## config.mk

```make
export PLATFORM = sky130hd
export DESIGN_NAME = dlh_bank_flat
export DESIGN_NICKNAME = d
export VERILOG_FILES = /design/src/rtl/dlh_bank_if.sv /design/src/rtl/dlh_bank.sv /design/src/flat_wrapper.sv
export SDC_FILE = /design/constraint.sdc
export NUM_CORES = 1
export LEC_CHECK = 0
export BUFFER_PORTS_ARGS = -buffer_cell sky130_fd_sc_hd__buf_2
export CAP_MARGIN = 10
export CORE_MARGIN = 3
export CORE_UTILIZATION = 45
export DETAILED_ROUTE_END_ITERATION = 10
export MAX_ROUTING_LAYER = met4
export PLACE_DENSITY_LB_ADDON = 0.12
export SKIP_CTS_REPAIR_TIMING = 1
export SLEW_MARGIN = 0
export SYNTH_ARGS = -nofsm -noshare
export SYNTH_HDL_FRONTEND = slang
export SYNTH_SLANG_ARGS = --single-unit
```

## constraint.sdc

```tcl
create_clock -name CK -period 3.3 [get_ports CK]
set_clock_uncertainty 0.1 [all_clocks]
set_input_delay 0.33 -clock CK [delete_from_list [all_inputs] [get_ports CK]]
set_output_delay 0.33 -clock CK [all_outputs]
set_load 0.02 [all_outputs]
```

## src/rtl/dlh_bank_if.sv

```systemverilog
// Data/gate/clear inputs and held-value/violation outputs of a dlh_bank.
// The master side drives the gates, the slave side (the bank) answers.
interface dlh_bank_if #(
  parameter int WIDTH = 8,
  parameter int NCH   = 4,
  parameter int VCW   = 8
);
  logic [NCH*WIDTH-1:0] D;
  logic [NCH-1:0]       G;
  logic                 CLR;
  logic [NCH*WIDTH-1:0] Q;
  logic [NCH*WIDTH-1:0] QN;
  logic [NCH-1:0]       VIOL;
  logic                 NOTIFY;
  logic [VCW-1:0]       VCNT;

  modport master (output D, G, CLR, input Q, QN, VIOL, NOTIFY, VCNT);
  modport slave  (input D, G, CLR, output Q, QN, VIOL, NOTIFY, VCNT);
endinterface

```

## src/rtl/dlh_bank.sv

```systemverilog
// Multi-channel gated hold register with a minimum gate-pulse-width check.
// Each channel tracks its pulse length; short pulses are flagged and either dropped or committed.
module dlh_bank #(
  parameter int WIDTH        = 8,
  parameter int NCH          = 4,
  parameter int MIN_WIDTH    = 2,
  parameter bit REJECT_SHORT = 1'b1,
  parameter int VCW          = 8
) (
  input  logic       CK,
  input  logic       RN,
  dlh_bank_if.slave  bus
);
  localparam int CW = $clog2(MIN_WIDTH + 1);
  localparam int PW = $clog2(NCH + 1);
  localparam int SW = ((VCW > PW) ? VCW : PW) + 1;

  logic [WIDTH-1:0] s_q   [NCH];
  logic [WIDTH-1:0] s_d   [NCH];
  logic [WIDTH-1:0] p_q   [NCH];
  logic [WIDTH-1:0] p_d   [NCH];
  logic [CW-1:0]    cnt_q [NCH];
  logic [CW-1:0]    cnt_d [NCH];
  logic [NCH-1:0]   g_q;
  logic [NCH-1:0]   viol_q, viol_d;
  logic             notify_q, notify_d;
  logic [VCW-1:0]   vcnt_q, vcnt_d;

  logic [NCH-1:0]   viol_ev;
  logic [PW-1:0]    nviol;
  logic [CW:0]      inc;
  logic [SW-1:0]    sum;
  logic [NCH*WIDTH-1:0] q_flat;

  // NOTE: every always_comb output gets a default first, so no path can infer a latch.
  always_comb begin
    viol_ev = '0;
    nviol   = '0;
    inc     = '0;
    for (int i = 0; i < NCH; i++) begin
      s_d[i]   = s_q[i];
      p_d[i]   = p_q[i];
      cnt_d[i] = cnt_q[i];
      if (bus.G[i]) begin
        inc    = (CW+1)'(cnt_q[i]) + (CW+1)'(1);
        p_d[i] = bus.D[i*WIDTH +: WIDTH];
        if (inc >= (CW+1)'(MIN_WIDTH)) begin
          cnt_d[i] = CW'(MIN_WIDTH);
          s_d[i]   = bus.D[i*WIDTH +: WIDTH];
        end else begin
          cnt_d[i] = inc[CW-1:0];
        end
      end else begin
        cnt_d[i] = '0;
        // A close before the counter reached MIN_WIDTH is a short pulse.
        if (g_q[i] && ((CW+1)'(cnt_q[i]) < (CW+1)'(MIN_WIDTH))) begin
          viol_ev[i] = 1'b1;
          if (!REJECT_SHORT) s_d[i] = p_q[i];
        end
      end
      nviol = nviol + PW'(viol_ev[i]);
    end

    notify_d = |viol_ev;
    if (bus.CLR) begin
      viol_d = viol_ev;
      sum    = SW'(nviol);
    end else begin
      viol_d = viol_q | viol_ev;
      sum    = SW'(vcnt_q) + SW'(nviol);
    end
    vcnt_d = (sum > SW'({VCW{1'b1}})) ? {VCW{1'b1}} : sum[VCW-1:0];
  end

  // NOTE: sequential state uses non-blocking assignments so all registers update together.
  always_ff @(posedge CK or negedge RN) begin
    if (!RN) begin
      // NOTE: the per-channel arrays are small register files, reset element by element
      // so a reset mid-pulse leaves no trace of the old pulse.
      for (int i = 0; i < NCH; i++) begin
        s_q[i]   <= '0;
        p_q[i]   <= '0;
        cnt_q[i] <= '0;
      end
      g_q      <= '0;
      viol_q   <= '0;
      notify_q <= 1'b0;
      vcnt_q   <= '0;
    end else begin
      for (int i = 0; i < NCH; i++) begin
        s_q[i]   <= s_d[i];
        p_q[i]   <= p_d[i];
        cnt_q[i] <= cnt_d[i];
      end
      g_q      <= bus.G;
      viol_q   <= viol_d;
      notify_q <= notify_d;
      vcnt_q   <= vcnt_d;
    end
  end

  always_comb begin
    q_flat = '0;
    for (int i = 0; i < NCH; i++) q_flat[i*WIDTH +: WIDTH] = s_q[i];
  end

  assign bus.Q      = q_flat;
  assign bus.QN     = ~q_flat;
  assign bus.VIOL   = viol_q;
  assign bus.NOTIFY = notify_q;
  assign bus.VCNT   = vcnt_q;
endmodule
```

## src/flat_wrapper.sv

```systemverilog
// flat-port wrapper written by rule: the top's interface ports become plain ports
module dlh_bank_flat 
#(
  parameter int WIDTH        = 8,
  parameter int NCH          = 4,
  parameter int MIN_WIDTH    = 2,
  parameter bit REJECT_SHORT = 1'b1,
  parameter int VCW          = 8
)
  (CK, RN, bus_D, bus_G, bus_CLR, bus_Q, bus_QN, bus_VIOL, bus_NOTIFY, bus_VCNT);
  dlh_bank_if #(.WIDTH(WIDTH), .NCH(NCH), .VCW(VCW)) bus_i ();
  input  logic CK;
  input  logic RN;
  input wire logic [$bits(bus_i.D)-1:0] bus_D;
  input wire logic [$bits(bus_i.G)-1:0] bus_G;
  input wire logic [$bits(bus_i.CLR)-1:0] bus_CLR;
  output wire logic [$bits(bus_i.Q)-1:0] bus_Q;
  output wire logic [$bits(bus_i.QN)-1:0] bus_QN;
  output wire logic [$bits(bus_i.VIOL)-1:0] bus_VIOL;
  output wire logic [$bits(bus_i.NOTIFY)-1:0] bus_NOTIFY;
  output wire logic [$bits(bus_i.VCNT)-1:0] bus_VCNT;
  assign bus_i.D = bus_D;
  assign bus_i.G = bus_G;
  assign bus_i.CLR = bus_CLR;
  assign bus_Q = bus_i.Q;
  assign bus_QN = bus_i.QN;
  assign bus_VIOL = bus_i.VIOL;
  assign bus_NOTIFY = bus_i.NOTIFY;
  assign bus_VCNT = bus_i.VCNT;
  dlh_bank #(.WIDTH(WIDTH), .NCH(NCH), .MIN_WIDTH(MIN_WIDTH), .REJECT_SHORT(REJECT_SHORT), .VCW(VCW)) u_core (.CK(CK), .RN(RN), .bus(bus_i));
endmodule
```

==> results by group <==
Run status
  – Status: complete, no violations

Timing
  – Slew margin rel.: 30.7%
  – Max-slew violations: 0
  – Final Hold Viols: 0
  – Upper clock frequency limit: 334 MHz
  – Slew at the pin closest to its max-slew limit: 1.04 ns
  – Setup violators final: 0
  – Tcrit/Tclk final: 90.8%
  – Final worst slack: 0.305 ns
  – Minimum clock period: 2.99 ns

Floorplanning
  – Initial core utilization: 47.1%
  – Rows: 26
  – Die area: 6340 sq um
  – Die H: 79.6 um
  – Core area: 5170 sq um
  – Chip width: 79.6 um
  – Number of I/O pins: 116

Yosys
  – Area contributors post-synth: dfrtp_1, mux2_2, inv_1, ha_1, fa_1
  – Post-Syn Nets: 247
  – Cell variety after synth: 26
  – Number of synthesized flops with an enable pin: 0
  – Yosys warnings: 0
  – Register area share after synthesis: 58.5%
  – Main synth FF type: dfrtp_1
  – Syn Area/Cell: 12.2 sq um
  – Yosys reg bits: 57
  – Share of flip-flops with an asynchronous set or reset: 100%
  – Synth Instances: 200
  – Leading area contributor after synthesis: dfrtp_1
  – Post-synth top area share: 58.5%
  – Area of the mapped netlist: 2440 sq um

Final layout
  – Finished Core Util: 63.7%
  – Number of non-filler instances in the completed layout: 399
  – Commonest non-fill, non-tap cell in the layout: buf_2
  – Area Growth Syn to Fin: 35.2%
  – Most frequent cells in the layout: buf_2, dfrtp_1, inv_1
  – # diodes: 0
  – Layout cells sized above 1: 51.7%
  – Final #Nets: 372

Pwr
  – Leakage power: 0.00186 uW
  – Worst vdd rail ir drop: 0.499 mV
  – PwrDens: 708 nW/um^2
  – Total power: 2330 uW

Clocking
  – TritonCTS Buffers: 9
  – Worst-skew pair later-pin latency: 0.31 ns
  – Largest buffer count on any clock path: 2
  – Clock Sinks: 57
  – Clock root buffer master: clkbuf_8
  – H-tree depth: 3
  – CTS tree: done
  – Register clock-pin slew on the reported worst setup and hold paths: 0.06 ns

Critical path
  – Critical Path RT: 3.40 ns
  – Worst Setup End Kind: flop
  – Kind of critical path: flop to flop
  – Setup crit start kind: flop
  – Critical path peak fanout: 6
  – WP data arrival: 3.09 ns
  – Worst r2r path cells: 13

Hold path
  – Min-Delay Path Class: input port to flop
  – Cell depth of the worst min-delay path: 1

Place
  – Post-Place Worst Slack: 0.279 ns
  – PortBufs: 115
  – GP Congestion: 0.756
  – Post-Place Cells: 384
  – Dpl hpwl: 3530 um

GRT
  – Vias in the first global route: 1719
  – Largest net degree at the start of global routing: 49
  – First-pass GRT wire length: 7760 um
  – Overflow after GRT: 0
  – Tot GR Track Use: 16.3%
  – Initial antenna violation count: 0

Route
  – Metal-1 WL: 2060 um
  – DR DRC count: 0
  – Top sig layer: met4
  – Iter 0 DRT Violations: 89
  – Routed WL: 4760 um
  – Vias per cell: 4.61
  – Drt first pass iters: 4
  – Wire length on met2: 2250 um
  – Detailed route wirelength on metal3: 387 um
  – DR WL/cell: 11.9 um
  – ANT nets after route: 0
  – Vias post-DR: 1841

Run
  – Max Cap Violations: 0
==> power breakdown <==
| group | total [uW] | leakage, uW | internal [uW] | switching, uW |
|---|---|---|---|---|
| Sequential | 917 | 0.000693 | 830 | 87.3 |
| Clock | 636 | 0.000102 | 383 | 253 |
| Combinational | 779 | 0.00107 | 299 | 480 |
| Total | 2330 | 0.00186 | 1510 | 820 |
==> sequential cells by signal (all words and copies together) (netlist names) <==
| register | count |
|---|---|
| u_core.bus.NOTIFY | 1 |
| u_core.bus.Q | 32 |
| u_core.bus.VCNT | 8 |
| u_core.bus.VIOL | 4 |
| u_core.cnt_q | 8 |
| u_core.g_q | 4 |
==> worst max-delay path, stage by stage, from the launching register on <==
cell and delay [ns]:
dfrtp_1 0.40, nor2_1 0.13, nand2_1 0.08, ha_1 0.27
inv_1 0.04, fa_1 0.45, inv_1 0.07, ha_1 0.16
inv_1 0.06, fa_1 0.44, inv_1 0.08, a21o_1 0.22
nor4bb_2 0.31, nor3_1 0.08
==> metrics by stage <==
stage          TNS, ns  hold WS [ns]  instance area, sq um
2_1_floorplan        0       -0.0656                  2440
3_3_place_gp         0         0.341                  3090
3_5_place_dp         0         0.346                  3090
4_1_cts              0        0.0441                  3290
5_1_grt        -0.0136        0.0565                  3290
6_report             0        0.0612                  3290
==> cells by family (layout without fill, tap and decap cells) <==
logic type | after synthesis | count (layout) | share of synthesized area, %
flops | 57 | 57 | 58.5
buf+inv | 50 | 179 | 8.01
mux | 32 | 32 | 14.8
compound gates | 26 | 26 | 7.85
simple gates | 25 | 25 | 5.39
fa+ha+maj | 8 | 8 | 4.72
xor+xnor | 2 | 2 | 0.719
==> cell type report <==
| type | count | area (sq um) |
|---|---|---|
| multi-input combinational | 93 | 822 |
| inverter | 48 | 180 |
| sequential | 57 | 1430 |
| clock inverter | 3 | 40.0 |
| timing repair buffer | 116 | 583 |
| clock buffer | 12 | 155 |
| fill | 433 | 1880 |
| tap | 70 | 87.6 |
==> per-layer routing <==
metal | vias to the layer above | track usage, %
met1 | 867 | 19.9
met2 | 70 | 25.5
met3 | 7 | 4.29
li1 | 897 | -
met5 | - | -
met4 | 0 | 7.22
==> worst paths after layout <==
| path | from | end | slack (ns) |
|---|---|---|---|
| max reg2reg | u_core.cnt_q[7] | u_core.bus.VCNT[6] | 0.31 |
| min | bus_G[0] | u_core.g_q[0] | 0.06 |
| min reg2reg | u_core.cnt_q[2] | u_core.cnt_q[2] | 0.35 |
| min in group asynchronous | RN | u_core.bus.VIOL[1] | 0.10 |
| max in group asynchronous | RN | u_core.bus.Q[29] | 2.27 |
| max | u_core.cnt_q[7] | u_core.bus.VCNT[6] | 0.31 |
==> cells in the mapped netlist (2+ instances only) <==
cell type,n
nor3b_1,4
dfrtp_1,57
o21ai_2,4
nand3_1,2
mux2_2,32
a21o_1,5
a21oi_1,4
a31oi_1,4
a211oi_1,2
xnor2_1,2
inv_1,48
nor2_1,7
o21ai_0,3
fa_1,2
nand2_1,8
ha_1,6
Note: power is estimated with default switching activity, not from simulation.
